## config.mk

```make
export PLATFORM = sky130hd
export DESIGN_NAME = jtag_seq_parser
export DESIGN_NICKNAME = d
export VERILOG_FILES = /design/src/rtl/jtag_seq_parser.sv
export SDC_FILE = /design/constraint.sdc
export NUM_CORES = 1
export LEC_CHECK = 0
export ABC_AREA = 1
export CORE_MARGIN = 5
export CORE_UTILIZATION = 51
export CTS_CLUSTER_SIZE = 40
export DETAILED_ROUTE_END_ITERATION = 8
export GPL_TIMING_DRIVEN = 0
export PLACE_DENSITY = 0.79
export SLEW_MARGIN = 20
export SYNTH_ARGS = -nofsm -noshare
export SYNTH_HDL_FRONTEND = slang
export SYNTH_SLANG_ARGS = --single-unit
```

## constraint.sdc

```tcl
create_clock -name clk -period 2.73 [get_ports clk]
set_input_delay 0.4095 -clock clk [delete_from_list [all_inputs] [get_ports clk]]
set_output_delay 0.4095 -clock clk [all_outputs]
set_load 0.02 [all_outputs]
```

## src/rtl/jtag_seq_parser.sv

```systemverilog
// Frames the MCU command byte stream into one out_seq FIFO entry per command.
// Illegal opcodes are dropped and packets stalled mid-payload are aborted.
`ifndef JTAG_FIFO_CMD_DEFINES
`define JTAG_FIFO_CMD_DEFINES
`define FIFO_CMD_WR      5'd1
`define FIFO_CMD_STORE   5'd2
`define FIFO_CMD_EXECUTE 5'd3
`define FIFO_CMD_FLUSH   5'd4
`endif

module jtag_seq_parser #(
  parameter int unsigned TIMEOUT = 1024,
  parameter int unsigned CNT_W   = 16
) (
  input  logic             clk,
  input  logic             rst,
  input  logic             rx_valid,
  input  logic [7:0]       rx_data,
  output logic             rx_ready,
  input  logic             seq_full,
  output logic             seq_we,
  output logic [4:0]       seq_command,
  output logic [7:0]       seq_tms,
  output logic [7:0]       seq_tdi,
  output logic [2:0]       seq_bits,
  output logic [7:0]       seq_read,
  output logic             err_illegal,
  output logic             err_timeout,
  output logic [CNT_W-1:0] cmd_count
);

  localparam int unsigned TO_W = (TIMEOUT == 0) ? 1 : $clog2(TIMEOUT + 1);

  localparam logic [2:0] OP_WR      = 3'd0;
  localparam logic [2:0] OP_STORE   = 3'd1;
  localparam logic [2:0] OP_EXECUTE = 3'd2;

  typedef enum logic [1:0] {
    S_IDLE,
    S_PAYLOAD,
    S_PUSH
  } state_t;

  state_t          r_state;
  logic [1:0]      r_idx;
  logic [1:0]      r_len;
  logic [TO_W-1:0] r_idle_cnt;

  logic            w_accept;
  logic            w_legal;
  logic            w_last;
  logic [2:0]      w_op;
  logic [1:0]      w_plen;
  logic [4:0]      w_cmd;
  logic [TO_W-1:0] w_idle_next;
  logic            w_unused;

  // Ready only depends on state, so a stalled PUSH backpressures the link.
  assign rx_ready    = ~rst && (r_state != S_PUSH);
  assign w_accept    = rx_valid && rx_ready;
  assign w_op        = rx_data[7:5];
  assign w_legal     = ~w_op[2];
  assign w_last      = (r_idx + 2'd1) == r_len;
  assign w_idle_next = r_idle_cnt + TO_W'(1);
  assign w_unused    = ^rx_data[4:3];

  // Opcode decode: payload length and FIFO command code.
  always_comb begin
    w_plen = 2'd0;
    w_cmd  = `FIFO_CMD_FLUSH;
    case (w_op)
      OP_WR: begin
        w_plen = 2'd3;
        w_cmd  = `FIFO_CMD_WR;
      end
      OP_STORE: begin
        w_plen = 2'd2;
        w_cmd  = `FIFO_CMD_STORE;
      end
      OP_EXECUTE: w_cmd = `FIFO_CMD_EXECUTE;
      default: ;
    endcase
  end

  always_ff @(posedge clk or posedge rst) begin
    if (rst) begin
      r_state     <= S_IDLE;
      r_idx       <= 2'd0;
      r_len       <= 2'd0;
      r_idle_cnt  <= '0;
      seq_we      <= 1'b0;
      seq_command <= 5'd0;
      seq_tms     <= 8'd0;
      seq_tdi     <= 8'd0;
      seq_bits    <= 3'd0;
      seq_read    <= 8'd0;
      err_illegal <= 1'b0;
      err_timeout <= 1'b0;
      cmd_count   <= '0;
    end else begin
      seq_we      <= 1'b0;
      err_illegal <= 1'b0;
      err_timeout <= 1'b0;
      case (r_state)
        S_IDLE: begin
          if (w_accept) begin
            if (!w_legal) begin
              err_illegal <= 1'b1;
            end else begin
              // Fields are cleared on every header so unused ones read as 0.
              seq_command <= w_cmd;
              seq_bits    <= (w_op == OP_WR) ? rx_data[2:0] : 3'd0;
              seq_tms     <= 8'd0;
              seq_tdi     <= 8'd0;
              seq_read    <= 8'd0;
              r_idx       <= 2'd0;
              r_len       <= w_plen;
              r_idle_cnt  <= '0;
              r_state     <= (w_plen == 2'd0) ? S_PUSH : S_PAYLOAD;
            end
          end
        end
        S_PAYLOAD: begin
          if (w_accept) begin
            case (r_idx)
              2'd0:    seq_tms  <= rx_data;
              2'd1:    seq_tdi  <= rx_data;
              default: seq_read <= rx_data;
            endcase
            r_idx      <= r_idx + 2'd1;
            r_idle_cnt <= '0;
            if (w_last) r_state <= S_PUSH;
          end else if (TIMEOUT != 0) begin
            if (w_idle_next == TO_W'(TIMEOUT)) begin
              err_timeout <= 1'b1;
              r_idle_cnt  <= '0;
              r_state     <= S_IDLE;
            end else begin
              r_idle_cnt <= w_idle_next;
            end
          end
        end
        S_PUSH: begin
          if (!seq_full) begin
            seq_we    <= 1'b1;
            cmd_count <= cmd_count + CNT_W'(1);
            r_state   <= S_IDLE;
          end
        end
        default: r_state <= S_IDLE;
      endcase
    end
  end

endmodule

```

==> results of run 1 <==
-- worst reg2reg max path, cell delays in order, from the launching register on --
cell and delay [ps]:
dfrtp_1 390, ha_1 200, nand2_1 80, nor2_1 190
nand2_1 70, nand2_1 80, nand3_1 80, nor2_1 120
nand3_1 120, nand2_1 230, nand3b_1 160
-- per-layer routing --
| metal | global-route usage | part of all wire | vias up |
|---|---|---|---|
| li1 | - | - | 1298 |
| met2 | 0.313 | 0.48 | 48 |
| met1 | 0.259 | 0.46 | 1182 |
| met3 | 0.0531 | 0.043 | 16 |
| met5 | 0 | 0 | - |
| met4 | 0.0907 | 0.023 | 0 |
-- cell families after synthesis --
| group | share of synthesized area |
|---|---|
| buf+inv | 0.0722 |
| xor+xnor | 0.0391 |
| flops | 0.527 |
| other cells | 0.00120 |
| compound gates | 0.0802 |
| simple gates | 0.265 |
| fa+ha+maj | 0.0160 |
-- layout make-up --
type                       count  area [um2]  area share
inverter                      46         175      0.0431
clock buffer                  11         131      0.0323
multi-input combinational    247        1260       0.311
buffer                         6        53.8      0.0132
sequential                    66        1650       0.407
tap                           75        93.8      0.0231
clock inverter                 5        55.1      0.0136
timing repair buffer          62         638       0.157
-- how the worst max path moves through the flow --
stage                from      endpoint  slack [ps]  cells after the start
6_report       r_state[1]      rx_ready         610                      4
4_1_cts        r_state[1]      rx_ready         590                      4
3_5_place_dp          rst      rx_ready         610                      3
3_3_place_gp          rst    seq_tms[1]        -510                      2
5_1_grt        r_state[1]      rx_ready         540                      4
2_1_floorplan         rst  cmd_count[0]         670                      1
-- registers in the layout, indices dropped and copies added, names as in the netlist --
register / flops
seq_tdi: 8
r_state: 2
seq_bits: 3
r_idle_cnt: 11
err_timeout: 1
cmd_count: 16
seq_read: 8
seq_tms: 8
seq_we: 1
r_len: 2
err_illegal: 1
seq_command: 3
r_idx: 2
-- synthesized netlist by cell type, drive strengths merged (2+ instances only) --
| master | instances |
|---|---|
| nor2 | 37 |
| xor2 | 6 |
| ha | 4 |
| o21ai | 30 |
| nand3 | 26 |
| buf | 6 |
| o31ai | 4 |
| o21bai | 2 |
| nand2 | 114 |
| o2111ai | 2 |
| dfrtp | 66 |
| inv | 46 |
| xnor2 | 8 |
| nor3 | 6 |
-- metrics by stage --
stage,cells,area (um2),util,TNS (ps)
2_1_floorplan,365,3140,-,0
3_3_place_gp,501,3840,0.646,-33610
6_report,518,4060,0.682,0
4_1_cts,518,4060,0.682,0
3_5_place_dp,502,3870,0.651,0
5_1_grt,518,4060,0.682,0
-- cell usage in the layout, fill, tap and decap left out, drive strengths merged, types with 2 or more instances in the layout --
cell type / n
dfrtp: 66
xor2: 6
o21bai: 2
clkinvlp: 2
o21ai: 30
nand3: 26
conb: 2
buf: 7
nor2: 37
clkbuf: 11
o2111ai: 2
o31ai: 4
ha: 4
clkdlybuf4s50: 61
nand2: 114
clkinv: 2
nor3: 6
inv: 46
xnor2: 8
-- power breakdown --
group | internal [W] | switching [W] | total, W
registers | 0.00114 | 0.000133 | 0.00128
clock network | 0.000419 | 0.000364 | 0.000783
logic | 0.000407 | 0.000565 | 0.000972
total | 0.00197 | 0.00106 | 0.00303
==> results.md, run 1 <==
- Final min period: 2120 ps
- Post-DRT Antenna Nets: 0
- Fillers: about 490
- DR pass1 iterations: 4
- Cts hold-fix bufs: 0
- Die area: 7820 um2
- RR Startpoint: r_idle_cnt[1]
- Seq/Total Area, Yosys: 0.527
- CTS tree: yes
- Yosys warning count: 0
- Slew Limit Fails: 0
- I/O Buffers: 61
- Leakage: 1.97 nW
- CP startpoint kind: flip-flop
- Hold WC Path Type: input port to asynchronous set/reset pin
- Inserted Clock Buffers: 9
- CTS H-tree depth: 3
- Dpl ws: 615 ps
- Diodes inserted: 0
- Ys flop type: dfrtp_1
- Syn Std Cell Area: 3140 um2
- Max Clk Rate: 471 MHz
- Worst Path Required: around 2300 ps
- FF-to-FF setup slack: about 850 ps
- Clk root buf: clkbuf_8
- Pwr Density: 747 nW/um2
- DRT iter0 DRCs: 152
- Critical Path, Cell by Cell: inv_2, nor2_8, nor2_4, clkdlybuf4s50_1
- CTS max path bufs: 2
- Final worst slack: 608 ps
- Io pins: 64
- Total GRT Usage: 0.199
- Cell taking the most area after synthesis: dfrtp_1
- Row cnt: 28
- Final Setup Violations: 0
- Outcome: complete, no violations
- R2R Path End: r_state[0]
- Critical path type: flip-flop to primary output
- Synth Register Bits: 66
- Post-Synthesis Cells: 364
- Top cells by area, synth: dfrtp_1, nand2_1, inv_1, o21ai_0, nand3_1
- Crit Path Max Fanout: 5
- Fin. Hold Viols: 0
- Clock skew: between 8 and 9 ps
- Largest net degree at the start of global routing: 50
- Hold Slack: around 450 ps
- Slowest-stage cell, CP: clkdlybuf4s50_1
- DR WL/cell: 13.2 um
- Buffer and inverter count on the worst path: 2
- Initial core utilization: 0.527
- First-pass GRT wire length: 11.9 mm
- Gpl congestion: ~0.88
- Area Growth Syn to Fin: 29.5%
- HPWL Detailed: 5.15 mm
- Die width: a little under 90 um
- Post_cts resized: 0
- Critical path arrival: 1710 ps
- Synth top area share: 0.527
- Ys async rst share: 1.00
- Post-CTS setup repair buffer count: 0
- Top Family by Delay on Critical Path: buffers and inverters
- Vias in the first global route: 2531
- Total gr overflow: 0
- IR drop worst, VDD: 0.424 mV
- Die Ht: 88.4 um
- DRT Wirelength: 6.81 mm
- Vias per cell: 4.91
- Core Area: just under 6000 um2
- Max_cap viols: 0
- Final period util: 0.777
- Element type at the critical path end: primary output
- Clock Latency Late Sink: roughly 340 ps
- Layout cells sized above 1: 0.0926
- FF-to-FF path depth: 10
- CTS sink count: 66
- Fin nets: approximately 450
- DRC viols: 0
- Pwr Total: 0.00303 W
- Synth unique cells: 32
- Clock Pin Slew Worst Setup and Hold Paths: 70 ps
- EDFF count, synth: 0
- Vias: 2544
- Initial antenna violation count: 0
- CP max stage delay: between 600 and 700 ps
- RSZ-0062 raised after global routing: false
- Syn Area/Cell: 8.62 um2
No activity file was read; power rests on OpenSTA's default activity.
==> inputs of run 2 (changes only) <==
==> constraint.sdc (replaced) <==
create_clock -name clk -period 2.05 [get_ports clk]
set_input_delay 0.3075 -clock clk [delete_from_list [all_inputs] [get_ports clk]]
set_output_delay 0.3075 -clock clk [all_outputs]
set_load 0.02 [all_outputs]
==> run 2 against run 1 <==
Hold slack worse by 100 ps; sequential share of layout area is 0.050 points lower; sequential cell count stayed put; critical path depth is 6 higher; critical endpoint is now r_state[0].
==> results.md, run 2 (synthesized netlist as in run 1, its figures left out) <==
- Outcome: complete, no violations
- Critical path type: flip-flop to flip-flop
- Cts hold-fix bufs: 0
- Vias: 2540
- RR Startpoint: r_idle_cnt[1]
- Initial antenna violation count: 0
- WL met2: about 3.3 mm
- Final Instance Area: 4070 um2
- CTS sink count: 66
- Clock skew: 8.78 ps
- Fillers: 490
- I/O Buffers: 61
- FF-to-FF setup slack: 240 ps
- Post-DRT Antenna Nets: 0
- Element type at the critical path end: flip-flop
- CTS max path bufs: 2
- DRC viols: 0
- Final min period: 1810 ps
- Max Clk Rate: approximately 550 MHz
- CTS H-tree depth: 3
- Vias in the first global route: 2531
- IR drop worst, VDD: ~0.56 mV
- Crit Path Max Fanout: 8
- Layout cells sized above 1: 0.0948
- Die width: 88.4 um
- Vias per cell: 4.90
- Crit path from: r_idle_cnt[1]
- Critical path arrival: 2000 ps
- Total gr overflow: 0
- CTS tree: yes
- R2R Path End: r_state[0]
- Metal3 WL: 294 um
- FF-to-FF path depth: 10
- Die Ht: 88.4 um
- Initial core utilization: 0.527
- Largest net degree at the start of global routing: 50
- Max_cap viols: 0
- Clock Pin Slew Worst Setup and Hold Paths: 70 ps
- Commonest non-fill, non-tap cell in the layout: nand2_1
- Die area: 7820 um2
- DP Area: 3870 um2
- Pwr Density: just under 1000 nW/um2
- HPWL Detailed: 5.15 mm
- Post-CTS setup repair buffer count: 0
- Io pins: 64
- Leakage: between 1.5 and 2 nW
- Final Setup Violations: 0
- Clk root buf: clkbuf_8
- M1 WL: 3.11 mm
- DR pass1 iterations: 4
- First-pass GRT wire length: approximately 12 mm
- Total GRT Usage: 0.199
- Fin nets: 454
- DRT iter0 DRCs: ~130
- Area Growth Syn to Fin: 29.6%
- Core Area: between 5000 and 6000 um2
- Final core utilization: 0.683
- Most frequent cells in the layout: nand2_1, dfrtp_1, clkdlybuf4s50_1
- Worst Path Required: 2240 ps
- Fin. Hold Viols: 0
- Biggest regs: cmd_count x16, r_idle_cnt x11
- CP startpoint kind: flip-flop
- Diodes inserted: 0
- DR WL/cell: about 13 um
- Gpl congestion: between 0.8 and 0.9
- Slew Limit Fails: 0
- Clock Latency Late Sink: between 300 and 400 ps
- RSZ-0062 raised after global routing: false
- Final period util: 0.882
- Max reg flops: 16
- Hold WC Path Type: input port to asynchronous set/reset pin
- Row cnt: 28
- DRT Wirelength: 6.82 mm
- Inserted Clock Buffers: 9
- Uppermost routed layer: met4
- Most flop-heavy register: cmd_count
==> run 2: cell types whose count changed in the layout (fill, tap and decap cells not counted), sizes merged <==
| cell | change |
|---|---|
| clkdlybuf4s50 | -1 |
| dlymetal6s2s | +1 |
==> run 2: power breakdown <==
group	leakage (nW)	switching [W]	total, W	internal, W
clock network	0.0893	0.000484	0.00104	0.000558
registers	0.898	0.000178	0.00170	0.00152
logic	0.990	0.000753	0.00129	0.000542
==> run 2: how the worst max path moves through the flow <==
stage                               to  slack [ps]  cells after the start
after global routing        seq_tms[3]          50                      8
after floorplan           cmd_count[0]          90                      1
after detailed placement    seq_tms[3]         120                      8
final                       r_state[0]         240                     10
after global placement      seq_tms[1]       -1090                      2
after CTS                     rx_ready          20                      4
==> run 2: layout make-up <==
cell class                 instances  area (um2)  share of cell area
multi-input combinational        247        1260               0.311
clock buffer                      11         131              0.0323
inverter                          46         175              0.0431
timing repair buffer              62         641               0.158
buffer                             6        53.8              0.0132
clock inverter                     5        55.1              0.0135
tap                               75        93.8              0.0231
sequential                        66        1650               0.406
==> run 2: layer usage <==
| layer | global-route usage | vias to the layer above |
|---|---|---|
| met5 | 0 | - |
| met4 | 0.0907 | 0 |
| met3 | 0.0531 | 16 |
| met2 | 0.313 | 48 |
| met1 | 0.259 | 1179 |
| li1 | - | 1297 |
==> run 2: worst max-delay path: stages (launching register included) <==
cell	delay, ps
dfrtp_1	390
ha_1	200
nand2_1	80
nor2_1	190
nand2_1	70
nand2_1	80
nand3_1	80
nor2_1	120
nand3_1	130
nand2_2	170
nand3b_1	140
==> run 2: what timing repair did <==
item | in CTS | in global routing
hold endpoints to repair | 0 | 0
setup endpoints to repair | 0 | 2
gates resized for setup | 0 | 2
==> run 2: per-stage QoR <==
step	setup TNS, ps	power (W)	hold WS [ps]	cells	setup WS (ps)
floorplan	0	0.00247	418	365	87.7
global placement	-71760	0.00297	464	501	-1090
detailed placement	0	0.00302	466	502	122
CTS	0	0.00408	346	518	15.6
global route	0	0.00429	364	518	53.6
finish	0	0.00404	346	518	241
